==> config.mk <==
export PLATFORM = sky130hd
export DESIGN_NAME = pe_addr_sequencer
export DESIGN_NICKNAME = d
export VERILOG_FILES = /design/src/rtl/pe_addr_sequencer.sv
export SDC_FILE = /design/constraint.sdc
export NUM_CORES = 1
export LEC_CHECK = 0
export CAP_MARGIN = 20
export CORE_MARGIN = 2
export CORE_UTILIZATION = 50
export CTS_CLUSTER_DIAMETER = 150
export DETAILED_ROUTE_END_ITERATION = 8
export PLACE_DENSITY = 0.89
export RECOVER_POWER = 25
export SLEW_MARGIN = 25
export SYNTH_ARGS = -nofsm -noshare
export SYNTH_HDL_FRONTEND = slang
export SYNTH_SLANG_ARGS = --single-unit
==> constraint.sdc <==
create_clock -name clk -period 4.6 [get_ports clk]
set_input_delay 1.38 -clock clk [delete_from_list [all_inputs] [get_ports clk]]
set_output_delay 1.38 -clock clk [all_outputs]
set_load 0.05 [all_outputs]
==> src/rtl/pe_addr_sequencer.sv <==
// -----------------------------------------------------------------------------
// pe_addr_sequencer
//
// Sequences weight (W), input (I), output-accumulate (O_In) and output-read
// (O_Out) PE addresses for a PE array. A job is started by a start pulse in
// IDLE and runs cfg_blocks input blocks. Each block is I_GROUP accepted steps.
// step_en stalls the address counters cycle by cycle. O_Out is O_In delayed by
// the fixed PE result latency OUT_LAT. When the last step has been accepted,
// the sequencer drains that delay line and then pulses done.
//
// Optional feature macro: PE_SEQ_STRIDE_EN
//   Defined   : adds input cfg_i_stride. It is latched on start, and i_addr
//               advances by that stride mod I_GROUP. A stride of 0 is used as 1.
//   Undefined : i_addr advances by 1, so it always equals the step index.
//
// Ports
//   clk          in   1          clock, all state on rising edge
//   aclr_n       in   1          asynchronous active-low reset
//   sclr         in   1          synchronous clear, same effect as reset
//   start        in   1          job start pulse, sampled only in IDLE
//   cfg_blocks   in   BLK_CNT_W  block count, latched on accepted start
//   step_en      in   1          advance enable, 0 stalls all counters
//   cfg_i_stride in   I_ADDR_W   input address stride (PE_SEQ_STRIDE_EN only)
//   w_addr       out  W_ADDR_W   current weight PE address
//   w_vld        out  1          w_addr valid this cycle
//   i_addr       out  I_ADDR_W   current input PE address
//   i_vld        out  1          i_addr valid this cycle
//   o_in_addr    out  O_ADDR_W   current output-accumulate PE address
//   o_in_vld     out  1          o_in_addr valid this cycle
//   o_out_addr   out  O_ADDR_W   o_in_addr delayed OUT_LAT cycles
//   o_out_vld    out  1          o_in_vld delayed OUT_LAT cycles
//   blk_idx      out  BLK_CNT_W  index of block in progress
//   busy         out  1          sequencer not idle
//   done         out  1          one-cycle pulse at job end
// -----------------------------------------------------------------------------
module pe_addr_sequencer #(
    parameter int W_GROUP   = 4,
    parameter int O_GROUP   = 4,
    parameter int I_GROUP   = W_GROUP + O_GROUP - 1,
    parameter int W_ADDR_W  = 2,
    parameter int O_ADDR_W  = 2,
    parameter int I_ADDR_W  = 3,
    parameter int BLK_CNT_W = 4,
    parameter int OUT_LAT   = 2
) (
    input  logic                 clk,
    input  logic                 aclr_n,
    input  logic                 sclr,
    input  logic                 start,
    input  logic [BLK_CNT_W-1:0] cfg_blocks,
    input  logic                 step_en,
`ifdef PE_SEQ_STRIDE_EN
    input  logic [I_ADDR_W-1:0]  cfg_i_stride,
`endif
    output logic [W_ADDR_W-1:0]  w_addr,
    output logic                 w_vld,
    output logic [I_ADDR_W-1:0]  i_addr,
    output logic                 i_vld,
    output logic [O_ADDR_W-1:0]  o_in_addr,
    output logic                 o_in_vld,
    output logic [O_ADDR_W-1:0]  o_out_addr,
    output logic                 o_out_vld,
    output logic [BLK_CNT_W-1:0] blk_idx,
    output logic                 busy,
    output logic                 done
);

    localparam logic [W_ADDR_W-1:0] W_LAST    = W_ADDR_W'(W_GROUP - 1);
    localparam logic [O_ADDR_W-1:0] O_LAST    = O_ADDR_W'(O_GROUP - 1);
    localparam logic [I_ADDR_W-1:0] STEP_LAST = I_ADDR_W'(I_GROUP - 1);
    localparam logic [I_ADDR_W:0]   I_MOD     = (I_ADDR_W + 1)'(I_GROUP);

    typedef enum logic [1:0] {
        S_IDLE,
        S_RUN,
        S_DRAIN,
        S_DONE
    } state_t;

    state_t state;
    state_t state_next;

    logic [BLK_CNT_W-1:0] cfg_blocks_r;
    logic [I_ADDR_W-1:0]  step_idx;
    logic [I_ADDR_W-1:0]  i_stride;

    logic                 start_ok;
    logic                 accept;
    logic                 step_wrap;
    logic                 blk_last;
    logic                 last_step;

    logic [W_ADDR_W-1:0]  w_next;
    logic [O_ADDR_W-1:0]  o_next;
    logic [I_ADDR_W-1:0]  i_next;
    logic [I_ADDR_W:0]    i_sum;
    logic [I_ADDR_W:0]    i_sum_wrapped;

    logic [OUT_LAT-1:0]               pipe_vld;
    logic [OUT_LAT-1:0][O_ADDR_W-1:0] pipe_addr;
    logic                             pipe_busy;

    assign start_ok  = (state == S_IDLE) && start;
    assign accept    = (state == S_RUN) && step_en;
    assign step_wrap = (step_idx == STEP_LAST);
    assign blk_last  = (blk_idx == (cfg_blocks_r - BLK_CNT_W'(1)));
    assign last_step = step_wrap && blk_last;
    assign pipe_busy = |pipe_vld;

    // -------------------------------------------------------------------------
    // Input address stride
    // -------------------------------------------------------------------------
`ifdef PE_SEQ_STRIDE_EN
    logic [I_ADDR_W-1:0] stride_raw;
    logic [I_ADDR_W-1:0] stride_in;
    logic [I_ADDR_W-1:0] stride_r;

    // A zero stride would freeze i_addr, so it is replaced by 1. The stride is
    // reduced mod I_GROUP once, when it is latched. This keeps the per-step
    // adder down to a single conditional subtract.
    always_comb begin
        stride_raw = cfg_i_stride;
        if (stride_raw == '0) begin
            stride_raw = I_ADDR_W'(1);
        end
        stride_in = I_ADDR_W'(32'(stride_raw) % I_GROUP);
    end

    always_ff @(posedge clk or negedge aclr_n) begin
        if (!aclr_n) begin
            stride_r <= I_ADDR_W'(1);
        end else if (sclr) begin
            stride_r <= I_ADDR_W'(1);
        end else if (start_ok) begin
            stride_r <= stride_in;
        end
    end

    assign i_stride = stride_r;
`else
    assign i_stride = I_ADDR_W'(1);
`endif

    // -------------------------------------------------------------------------
    // Next address values
    // -------------------------------------------------------------------------
    // Both operands are below I_GROUP, so one subtract is enough to wrap.
    always_comb begin
        w_next        = (w_addr == W_LAST) ? '0 : w_addr + W_ADDR_W'(1);
        o_next        = (o_in_addr == O_LAST) ? '0 : o_in_addr + O_ADDR_W'(1);
        i_sum         = {1'b0, i_addr} + {1'b0, i_stride};
        i_sum_wrapped = i_sum - I_MOD;
        i_next        = (i_sum >= I_MOD) ? i_sum_wrapped[I_ADDR_W-1:0]
                                         : i_sum[I_ADDR_W-1:0];
    end

    // -------------------------------------------------------------------------
    // FSM state register
    // -------------------------------------------------------------------------
    always_ff @(posedge clk or negedge aclr_n) begin
        if (!aclr_n) begin
            state <= S_IDLE;
        end else if (sclr) begin
            state <= S_IDLE;
        end else begin
            state <= state_next;
        end
    end

    // -------------------------------------------------------------------------
    // FSM next state
    // -------------------------------------------------------------------------
    always_comb begin
        state_next = state;
        unique case (state)
            S_IDLE: begin
                if (start) begin
                    state_next = (cfg_blocks == '0) ? S_DONE : S_RUN;
                end
            end
            S_RUN: begin
                if (accept && last_step) begin
                    state_next = S_DRAIN;
                end
            end
            S_DRAIN: begin
                if (!pipe_busy) begin
                    state_next = S_DONE;
                end
            end
            S_DONE: begin
                state_next = S_IDLE;
            end
            default: begin
                state_next = S_IDLE;
            end
        endcase
    end

    // -------------------------------------------------------------------------
    // Address, step and block counters
    // -------------------------------------------------------------------------
    // On the final step every counter returns to 0. This means a job always
    // ends, and the next job always starts, with all counters cleared.
    always_ff @(posedge clk or negedge aclr_n) begin
        if (!aclr_n) begin
            cfg_blocks_r <= '0;
            w_addr       <= '0;
            i_addr       <= '0;
            o_in_addr    <= '0;
            step_idx     <= '0;
            blk_idx      <= '0;
        end else if (sclr) begin
            cfg_blocks_r <= '0;
            w_addr       <= '0;
            i_addr       <= '0;
            o_in_addr    <= '0;
            step_idx     <= '0;
            blk_idx      <= '0;
        end else begin
            if (start_ok) begin
                cfg_blocks_r <= cfg_blocks;
            end
            if (accept) begin
                if (last_step) begin
                    w_addr    <= '0;
                    i_addr    <= '0;
                    o_in_addr <= '0;
                    step_idx  <= '0;
                    blk_idx   <= '0;
                end else begin
                    w_addr    <= w_next;
                    i_addr    <= i_next;
                    o_in_addr <= o_next;
                    if (step_wrap) begin
                        step_idx <= '0;
                        blk_idx  <= blk_idx + BLK_CNT_W'(1);
                    end else begin
                        step_idx <= step_idx + I_ADDR_W'(1);
                    end
                end
            end
        end
    end

    // -------------------------------------------------------------------------
    // O_Out delay line
    // -------------------------------------------------------------------------
    // This line models the PE result latency. It shifts every cycle whatever
    // step_en is, so results already in flight still arrive during a stall.
    always_ff @(posedge clk or negedge aclr_n) begin
        if (!aclr_n) begin
            pipe_vld  <= '0;
            pipe_addr <= '0;
        end else if (sclr) begin
            pipe_vld  <= '0;
            pipe_addr <= '0;
        end else begin
            pipe_vld[0]  <= accept;
            pipe_addr[0] <= o_in_addr;
            for (int k = 1; k < OUT_LAT; k++) begin
                pipe_vld[k]  <= pipe_vld[k-1];
                pipe_addr[k] <= pipe_addr[k-1];
            end
        end
    end

    // -------------------------------------------------------------------------
    // Outputs
    // -------------------------------------------------------------------------
    assign w_vld      = accept;
    assign i_vld      = accept;
    assign o_in_vld   = accept;
    assign o_out_vld  = pipe_vld[OUT_LAT-1];
    assign o_out_addr = pipe_addr[OUT_LAT-1];
    assign busy       = (state != S_IDLE);
    assign done       = (state == S_DONE);

endmodule
Word level (Yosys, flattened, before mapping)
Cells that the tools add are included.
- add/subtract/negate cells: 7
- multipliers: 0
- divide/modulo/power cells: 0
- $lt $le $gt $ge: 1
- eq/ne operators: 10
- shifts and indexed selects: 0
- multiplexer cells: 30
- bitwise logic cells: 0
- reduce and logical (&&, ||, !) cells: 13
- operators by type and width (kind ; count):
    2-bit 2-to-1 mux ; 14
    4-bit 2-to-1 mux ; 7
    3-bit 2-to-1 mux ; 8
    2-bit == test (second input constant) ; 4
    2-bit one-hot mux with 4 select lines ; 1
    3-bit != test (second input constant) ; 2
    2-bit nonzero test ; 3
    2-bit by 1-bit adder with 2-bit output (second input constant) ; 2
    3-bit by 1-bit adder with 4-bit output (second input constant) ; 1
    4-bit by 1-bit adder with 4-bit output (second input constant) ; 1
    4-bit == test ; 1
    4-bit by 3-bit greater-or-equal comparator with 1-bit output (second input constant) ; 1
    1-bit logical AND ; 4
    4-bit logical NOT ; 1
    4-bit by 1-bit subtractor with 4-bit output (second input constant) ; 1
    3-bit by 1-bit adder with 3-bit output (second input constant) ; 1
    3-bit == test (second input constant) ; 1
    3-bit by 2-bit != test with 1-bit output (second input constant) ; 1
    3-bit AND reduction ; 1
    3-bit nonzero test ; 1
    3-bit subtractor (second input constant) ; 1
    2-bit by 1-bit == test with 1-bit output (second input constant) ; 1
    2-bit logical NOT ; 1
    2-bit AND reduction ; 1
    2-bit OR reduction ; 1
- flip-flop bits (word level): 26
- latch bits: 0
- memory bits (writable): 0
- bits in read-only memories: 0
- word-level logic and storage cells: 71
- memories kept: 0

Depth between registers and ports, before layout
Gate-level depths: netlist of run 1.
- depth after elaboration: 7
- depth in mapped cells: 8
- gate-level depth less buffers: 7

Worst setup path after synthesis of run 1
No wires, ideal clock.
- path type: input port to output port
- from: input step_en
- to: output o_in_vld
- arrival time: 2225 ps
- data required time: 3220 ps
- path slack: 995 ps
- cell stages on the path: 3
- buffers on the path: 1
- cells stage by stage: nand2_1 inv_1 buf_4
- longest elaborated chain between the ends: 1
- RTL lines (element ; RTL line ; text):
    start, declared ; 51 ; input logic step_en,
    1-bit logical AND ; 104 ; assign accept = (state == S_RUN) && step_en;
    end, declared ; 60 ; output logic o_in_vld,
Every way passes these cells.

Worst setup path after layout of run 1
Same ends and word-level chain as after synthesis.

==> results.txt, run 1 <==
The worst setup path is captured at an output pin. In this run the number of H-tree levels came out at 1. The first-pass GRT wire length came out at 5020 µm. The headroom to the max-slew limit came out at 0.104.

The share of total power dissipated in combinational logic is 0.415. The launch instance of the worst register-to-register path is state[1]$_DFFE_PN0P_. The count of max-cap constraint violations came out at 0. The number of cells on the worst hold path is 1. The net load switching power is 281 µW. The post-placement setup slack is roughly 0.75 ns. The floorplan step defined a die boundary enclosing about 3300 µm². In the post-synthesis netlist, the biggest area contributors are dfrtp_1 (46%), ha_1 (8.8%), a21oi_1 (5.6%). The commonest cells after synthesis are dfrtp_1 (26), nand2_1 (19), a21oi_1 (16).

The die span in y came out at ~57 µm. The count of unique library cells instantiated by Yosys came out at 30. The cell at the root of the clock tree is clkbuf_4.

The internal portion of the total power is approximately 470 µW. For this run, the slowest stage of the critical path takes ~0.5 ns. The critical path is of the input port to output pin type.

Once placement completed, the tool counted placed cells totaling 200. The share of post-route cells with drive strength above 1 is 0.0636. The upper clock frequency limit is around 0.26 GHz. The count of port buffers added during placement came out at 27. The final antenna-violating net count came out at 0. The number of instances in the synthesized netlist came out at 151. In this run, synthesis inferred 0 flip-flops with an integrated enable.

The number of sinks on the clock net came out at 26. The total number of yosys warnings came out at 0. The flow ran to the end, and the final reports show no timing, DRC or antenna violations.

After clock tree synthesis, the clock-pin slew on the worst setup and hold paths is ~0.14 ns. The worst-case vdd ir drop came out at roughly 0.00028 V. The via count of the first global-routing pass is 1,174. Setup violations remaining at the end of the flow were counted as 0. The post-route worst setup slack came out at roughly 0.74 ns. The capture point of the worst reg-to-reg path is blk_idx[3]$_DFFE_PN0P_. Traced cell by cell, the critical path runs through clkdlybuf4s50_1 -> nand2_1 -> inv_1 -> buf_12. The initial utilization of the core area, before any placement, comes to 0.522. By instance count, the leading cell after synthesis is dfrtp_1. On the final layout, the worst clock skew is between 0.007 and 0.008 ns. The number of antenna violations at the first check in global routing is 0. The total via count after detailed routing came out at between 1,000 and 1,500. The async set or reset register ratio after synthesis came out at 1.00. The clock power share is 0.206. The number of placement rows is 19. The slowest stage of the critical path belongs to the cell clkdlybuf4s50_1. The largest total area in the synthesized netlist belongs to dfrtp_1.

Counting cells, the worst reg-to-reg path comes to 8. The repair_antennas step left the layout with diodes totalling 0. The most used flip-flop cell after synthesis is dfrtp_1. The total congestion overflow after global routing is 0. After detailed routing, the number of remaining DRC violations is 0. The maximum buffer depth of the clock tree came out at 2. The detailed-routing iteration count for the pre-antenna-repair pass is 4.

The critical path data required time came out at 3.22 ns. After detailed routing, the number of vias per cell comes to 5.61. For the pin with the worst max-slew slack, the measured transition is between 1 and 1.5 ns.

The overall die width is about 57 µm. The final-layout setup total negative slack is 0 ns. Counting every net in the synthesized netlist gives between 150 and 200. Setup slack on the worst reg-to-reg path comes out at 2.47 ns. Counting flops and latches in the post-synthesis netlist gives 26. Setup repair after global routing left no endpoint under its margin. The switching share of power came out at 0.376.

The endpoint of the worst hold path is o_out_addr[1]$_DFF_PN0_. In this run, CTS created clock tree buffers numbering 3. The quantity of gates resized following cts came out at 0. The post-cts hold buffer count came out at 0. The number of standard cells in the layout, taps in and fillers out came out at 204. The half-perimeter wire length after placement came out at between 2000 and 2500 µm. The endpoint arrival time on the critical path came out at about 2.5 ns. Of the synthesized area, sequential elements account for 0.456. The hold violation total from the final report came out at 0. The post-route core utilization is 0.644. For this run, the total global-route usage over all layers was measured as 0.192. The power density normalized to cell area came out at ~420 nW/µm². The wire length after detailed routing came out at 2900 µm. The worst hold path begins at pipe_addr[1]$_DFF_PN0_. The worst path in the final design needs a cycle of 3.86 ns, including I/O delays and setup.

The mean area per synthesized cell came out at 9.45 µm². The total setup buffers inserted after CTS came out at 0. The final worst-path cycle share is 0.840. The violation count after the first detailed-route iteration came out at 38.

The pin count of the biggest net entering global routing is 29. The largest fanout on the critical path is 9. For the worst-skew pair, the clock arrives at the later sink with an insertion delay of ~0.31 ns. The worst hold path class is flop to flop.

The sequential share of power is 0.379. The standard cell core area is approximately 2700 µm². The wire length per cell is around 14 µm. The final net count is 193.

At the end of routability-driven placement, the weighted congestion stood at approximately 0.76. From synthesis to final layout, the design area changed by 23.3%. The number of top-level pins is 28. The worst setup path is launched from an input port.

The count of pins over their slew limit came out at 0. The area fraction of the dominant cell type after synthesis is 0.456. The number of fill cells in the layout is ~240.

TritonCTS built the clock tree. The post-synthesis instance area came out at roughly 1400 µm². Summed over all cells, the static leakage comes to between 0.7 and 0.8 nW.
layout by cell type, fill, tap and decap left out, drive strengths merged, types with 4 or more instances in the layout:
master / instances
dfrtp: 26
clkdlybuf4s50: 23
ha: 10
xnor2: 7
buf: 4
clkbuf: 4
nor2b: 5
a2bb2oi: 4
nand3: 5
inv: 7
a21oi: 16
nand2: 19
nor2: 14
final cells by class:
class | instances | area [µm²] | area share
clock buffers | 3 | 22.5 | 0.0128
repair buffers | 28 | 302 | 0.171
clock inverters | 1 | 30.0 | 0.0171
well taps | 31 | 38.8 | 0.0220
inverters | 7 | 26.3 | 0.0149
flip-flops and latches | 26 | 651 | 0.370
multi-input cells | 108 | 691 | 0.392
metal layers:
layer / part of all wire / global-route usage / up-vias / wire length [µm]
met5: 0 / 0 / - / 0
met4: 0.0090 / 0.0565 / 0 / 26
met3: 0.053 / 0.0317 / 4 / 154
met2: 0.52 / 0.356 / 34 / 1520
met1: 0.41 / 0.226 / 549 / 1200
li1: - / - / 557 / -
registers in the layout (all words and copies together), names as in the netlist:
signal / flops
blk_idx: 4
w_addr: 2
cfg_blocks_r: 4
pipe_addr: 2
step_idx: 3
pipe_vld: 2
i_addr: 3
o_in_addr: 2
state: 2
o_out_addr: 2
kinds of logic (layout without fill, tap and decap cells):
kind of cell / count (synthesis) / count (layout) / synth area share
mux: 2 / 2 / 0.0158
simple gates: 61 / 61 / 0.219
xor+xnor: 8 / 8 / 0.0491
buf+inv: 17 / 39 / 0.0605
fa+ha+maj: 10 / 10 / 0.0876
compound gates: 27 / 27 / 0.112
flops: 26 / 26 / 0.456
through the flow:
| stage | total power, mW | instance area (µm²) | hold slack [ns] |
|---|---|---|---|
| finish | 0.746 | 1760 | 0.496 |
| floorplan | 0.493 | 1430 | 0.439 |
| global placement | 0.580 | 1710 | 0.441 |
| CTS | 0.751 | 1760 | 0.496 |
| global route | 0.786 | 1760 | 0.518 |
| detailed placement | 0.596 | 1710 | 0.463 |
power groups by stage:
stage,combinational [mW],sequential (mW),clock [mW]
after floorplan,0.181,0.312,0
after global placement,0.298,0.282,0
after detailed placement,0.310,0.286,0
after CTS,0.313,0.282,0.156
after global routing,0.333,0.287,0.166
final,0.310,0.282,0.154
worst max-delay path by stage:
stage | start | end | slack (ns)
floorplan | step_en | o_in_vld | 1.0
finish | step_en | o_in_vld | 0.74
global placement | step_en | o_in_vld | 0.75
detailed placement | step_en | o_in_vld | 0.75
global route | step_en | o_in_vld | 0.69
CTS | step_en | o_in_vld | 0.73
critical path, delay by kind of cell:
family | cells | cell delay (ns)
buf+inv | 3 | 1.02
simple gates | 1 | 0.08
No activity file was read; power rests on OpenSTA's default activity.
==> inputs of run 2 (changes only) <==
clock period = 3.7 ns   (was 4.6 ns; I/O delays follow)
==> run 2 against run 1 <==
Effect of this change:
- final area is 1.0% higher
- global-route usage is 1.5 points lower
- first-iteration DRC count is 13% lower
- wire length is 2.2% lower
- combinational power is 24% higher
- largest cell class unchanged
==> results.txt, run 2 (synthesized netlist as in run 1, its figures left out) <==
The quantity of gates resized following cts came out at 0. Once layout is complete, the cells apart from fillers number ~210. Among cell families on the critical path, the largest total delay comes from buffers and inverters. For flop-to-flop paths, the worst setup slack is about 1.6 ns.

The minimum clock period is ~3.3 ns. The area after detailed placement came out at between 1500 and 2000 µm². The largest clock skew in the final design is about 0.0057 ns. The critical path data required time came out at ~2.6 ns. The endpoint arrival time on the critical path came out at approximately 2.2 ns. The worst min-delay path startpoint is pipe_addr[1]$_DFF_PN0_. In the final timing run, aggregate negative setup slack is 0 ns. The pin count of the biggest net entering global routing is 27. The combinational share of power is 0.413. The half-perimeter wire length after placement is 2000 µm.

The total congestion overflow after global routing is 0. In the global route stage, overall resource usage came out at 0.177. The hold violation total from the final report came out at 0. The number of placed instances, taps included, is roughly 200. The count of max-cap constraint violations came out at 0. The number of sinks on the clock net came out at 26. CTS placed an instance of clkbuf_4 at the clock tree root. The number of placement rows came out at 19. Of the cells placed in the final design, the portion with a size suffix greater than 1 is 0.0686. The detailed-routing iteration count for the pre-antenna-repair pass is 4.

In this run the worst hold path is classified as flop to flop. Counting both buffers and inverters, the worst setup path holds a total of 3. Setup repair after global routing left no endpoint under its margin. For this run, the share of the core covered by cells in the final layout is 0.650. The standard cell core area came out at ~2700 µm². The upper clock frequency limit came out at roughly 0.3 GHz. The share of total power dissipated in sequential elements is 0.376. Setup violations remaining at the end of the flow were counted as 0. The path with the worst hold slack has its endpoint at o_out_addr[1]$_DFF_PN0_. The die is approximately 57 µm tall.

The routability-driven placement congestion ratio is 0.871. The length in cells of the worst reg-to-reg path came out at 7. The startpoint-to-endpoint class of the critical path is input port to output pin. The via count of the first global-routing pass is roughly 1,100.

The number of top-level pins came out at 28. The slowest stage of the critical path belongs to the cell clkdlybuf4s50_1. Detailed routing inserted a total of between 1,000 and 1,500 vias.

In this run the power density over the cells is 524 nW/µm². The first-pass GRT wire length is 4640 µm. The count of buffers added on input and output ports is 27. The area of the die came out at approximately 3300 µm². For this block, the initial DRC count from the detailed router was 33.

The count of pins over their slew limit is 0. The worst register-to-register path ends at blk_idx[2]$_DFFE_PN0P_. In this run, CTS created clock tree buffers numbering 3. The flow ran to the end, and the final reports show no timing, DRC or antenna violations. The transition time of the tightest slew-check pin came out at roughly 1.4 ns. The type of element capturing the critical path is an output pin. The internal power came out at 579 µW.

For the worst-skew pair, the clock arrives at the later sink with an insertion delay of ~0.33 ns. The startpoint identified for the worst register-to-register timing path is state[1]$_DFFE_PN0P_. The clock power share is 0.210. The final antenna diode count came out at 0.

The critical path goes through clkdlybuf4s50_1 -> nand2_1 -> inv_1 -> buf_12. In the final routed layout, each cell accounts on average for around 14 µm. The power consumption came out at approximately 930 µW.

The initial core utilization came out at 0.522. Across the VDD grid, the largest voltage drop is about 0.00038 V. For this run, design rule violations remaining after detail routing come to 0. The switching share of power came out at 0.378. In the routed layout, each cell is associated on average with a via count of 5.56.

Clock-pin slew was measured on the worst setup and hold paths at approximately 0.14 ns. The total setup buffers inserted after CTS came out at 0. The library cell used most frequently in the layout, excluding fill and tap cells, is dfrtp_1. The highest cell delay on the worst timing path came out at 0.49 ns.

The wire length after detailed routing came out at 2830 µm. The element type at the critical path start is an input port. The post-cts hold buffer count came out at 0. The total leakage power is 0.788 nW. The number of antenna violations at the first check in global routing came to 0. The depth of the CTS H-tree is 1. The top cell types in the final layout, fill and taps aside, are dfrtp_1 (26), clkdlybuf4s50_1 (23), nand2_1 (19). The overall die width is roughly 57 µm. The final antenna-violating net count came out at 0. TritonCTS built the clock tree.

The net load switching power came out at 352 µW. The finished cells cover between 1500 and 2000 µm². The number of cells on the worst hold path came out at 1. In this run the deepest clock path goes through 2 buffers. The headroom to the max-slew limit came out at 0.0754. The final worst-path cycle share came out at 0.898. Of all nets on the critical path, the largest fanout is 9.

The layout overhead on the synthesized area came out at 24.5%. The largest registers in the layout are blk_idx: 4 flops, cfg_blocks_r: 4 flops. The final layout contains 195 nets.
[run 2: layout make-up]
| type | count | area [µm²] |
|---|---|---|
| repair buffers | 30 | 319 |
| well taps | 31 | 38.8 |
| clock buffers | 3 | 22.5 |
| flip-flops and latches | 26 | 651 |
| fillers | 208 | 956 |
| multi-input cells | 108 | 691 |
| clock inverters | 1 | 30.0 |
| inverters | 7 | 26.3 |
[run 2: worst max-delay path by stage]
stage	depth (start not counted)	startpoint	end
6_report	4	step_en	o_in_vld
3_5_place_dp	4	step_en	o_in_vld
2_1_floorplan	3	step_en	o_in_vld
4_1_cts	4	step_en	o_in_vld
5_1_grt	4	step_en	o_in_vld
3_3_place_gp	4	step_en	o_in_vld
[run 2: worst reg2reg max path, cell delays in order, from the launching register on]
cell,delay [ns]
dfrtp_1,0.43
inv_1,0.12
ha_1,0.19
nand2_1,0.08
buf_4,0.19
or2_1,0.32
or4b_1,0.49
a31oi_1,0.18
[run 2: through the flow]
stage / setup WS (ns) / hold WS, ns
floorplan: 0.635 / 0.439
global placement: 0.387 / 0.441
detailed placement: 0.385 / 0.449
CTS: 0.369 / 0.482
global route: 0.309 / 0.532
finish: 0.379 / 0.477
[run 2: per-layer routing]
layer / vias up / global-route usage / share of wire
met5: - / 0 / 0
met4: 0 / 0.0399 / 0.0067
met3: 2 / 0.0363 / 0.049
met2: 25 / 0.320 / 0.50
met1: 555 / 0.217 / 0.44
li1: 564 / - / -
[run 2: power by group through the flow]
stage	Clock (mW)	Sequential [mW]	Combinational, mW
3_5_place_dp	0	0.355	0.384
6_report	0.196	0.350	0.385
4_1_cts	0.200	0.351	0.387
5_1_grt	0.210	0.355	0.415
3_3_place_gp	0	0.351	0.373
2_1_floorplan	0	0.388	0.225
==> RTL change (flow settings as in run 2) <==
The parameter `I_ADDR_W` goes from 3 to 5.
--- a/src/rtl/pe_addr_sequencer.sv
+++ b/src/rtl/pe_addr_sequencer.sv
@@ -39,7 +39,7 @@
     parameter int I_GROUP   = W_GROUP + O_GROUP - 1,
     parameter int W_ADDR_W  = 2,
     parameter int O_ADDR_W  = 2,
-    parameter int I_ADDR_W  = 3,
+    parameter int I_ADDR_W  = 5,
     parameter int BLK_CNT_W = 4,
     parameter int OUT_LAT   = 2
 ) (
Ports: changed (resized i_addr); port bits go from 28 to 30. No check against the original RTL was run, so the function may have changed too.
==> RTL change against run 2 <==
- the run now ends with max-capacitance violations, max-slew violations left
- global-route usage is 0.75 points higher
- wire length is 19% higher
- power is 16% higher
- cell area is 20% higher
- synthesized area is 23% higher
- sequential cell count is 4 higher
- critical path depth stayed put
- worst setup slack worse by 38 ps
- largest power group unchanged
==> RTL change: results (changes against run 2) <==
[job]
maxCapViolations=1  ; +1

[power_and_ir_drop]
ir_worst_vdd_uv=170  ; -55%
switching_power_uw=437  ; +24%

[run_status]
violations=max-capacitance violations, max-slew violations
status=finished, violations left

[worst_setup_path]
worst-path-max-fanout=8  ; -1
r2r-end=i_addr[3]
r2r-start=step_idx[0]
rrSetupSlack_ps=1540  ; -90 ps

[grt]
grt_pass1_wl_um=5880  ; +27%
grt_pass1_vias=1313  ; +18%
grt.total_usage_pct=18.5  ; +0.75 points
grt_start_max_net_pins=31  ; +15%

[synthesis]
synthTopCellsByCount=30 x dfrtp_1, 14 x a21oi_1, 12 x ha_1, 12 x nand3_1, 12 x nor2_1
synth_seq_area_share_pct=42.8  ; -2.8 points
synth_cell_types=38  ; +27%
syn_nets=200  ; +18%
synth_area_leaders=dfrtp_1 43%, ha_1 8.6%, a21oi_1 4.0%, a22o_2 4.0%, nand3_1 3.4%

[place]
dp_hpwl_um=2460  ; +23%
gp_congestion=0.800  ; -8.2%

[drt]
drtIter0Drc=74  ; +120%
vias=1399  ; +22%
wire_per_inst_um=13.2  ; -4.2%

[final_layout]
n_fill_cell=286  ; +38%

[sta]
finalMaxSlewViolations=31  ; +31
slew_headroom_pct=-5.05  ; -13 points

[clocking]
htree_num_levels=2  ; +1

==> RTL change: changes by cell type in the layout (fill, tap and decap cells not counted), sizes merged, moves of 4 or more <==
cell,run 2,this run
clkbuf,4,8
a2bb2oi,4,0
nand3,5,12
a22o,0,11
nand2,19,10
dfrtp,26,30
nor3,3,7
o21ai,3,8
==> RTL change: layer usage <==
layer / routed length [um] / GRT usage [%] / vias up / part of all wire, %
met4: 51 / 6.52 / 0 / 1.5
li1: - / - / 703 / -
met5: 0 / 0 / - / 0
met1: 1530 / 22.9 / 662 / 46
met2: 1620 / 31.6 / 29 / 48
met3: 157 / 4.11 / 5 / 4.7
==> RTL change: worst max-delay path by stage <==
stage | start | slack (ps) | to | cells after the start
final | step_en | 340 | i_vld | 4
after global routing | step_en | 300 | i_vld | 4
after CTS | step_en | 360 | i_vld | 4
after detailed placement | step_en | 380 | i_vld | 4
after global placement | step_en | 380 | i_vld | 4
after floorplan | step_en | 630 | o_in_vld | 3
==> RTL change: final cells by class <==
class	count	area [sq um]	share of cell area, %
Clock buffer	7	55.1	2.57
Clock inverter	1	5.00	0.234
Inverter	10	37.5	1.75
Multi-Input combinational cell	129	895	41.8
Sequential cell	30	751	35.1
Tap cell	46	57.6	2.69
Timing Repair Buffer	32	339	15.8
==> RTL change: cell families (layout without fill, tap and decap cells) <==
logic type	count (synthesis)	after routing	share of synthesized area (%)
buffers and inverters	20	50	6.21
XOR/XNOR	9	9	5.35
flip-flops	30	30	42.8
AND/OR/NAND/NOR	59	59	17.3
adder cells (fa/ha/maj)	12	12	8.56
AO/OA/AOI/OAI	49	49	19.8
==> RTL change: power groups by stage <==
stage	combinational, uW	clock, uW	sequential (uW)
final	479	198	405
after global routing	524	217	412
after CTS	482	205	405
after detailed placement	481	0	410
after global placement	471	0	408
after floorplan	307	0	441
==> RTL change: through the flow <==
step / worst slack [ps] / hold slack [ps] / total power (uW) / instances
3_5_place_dp: 376 / 448 / 891 / 247
6_report: 340 / 465 / 1080 / 255
4_1_cts: 364 / 469 / 1090 / 255
2_1_floorplan: 628 / 439 / 749 / 179
3_3_place_gp: 379 / 442 / 880 / 247
5_1_grt: 300 / 495 / 1150 / 255
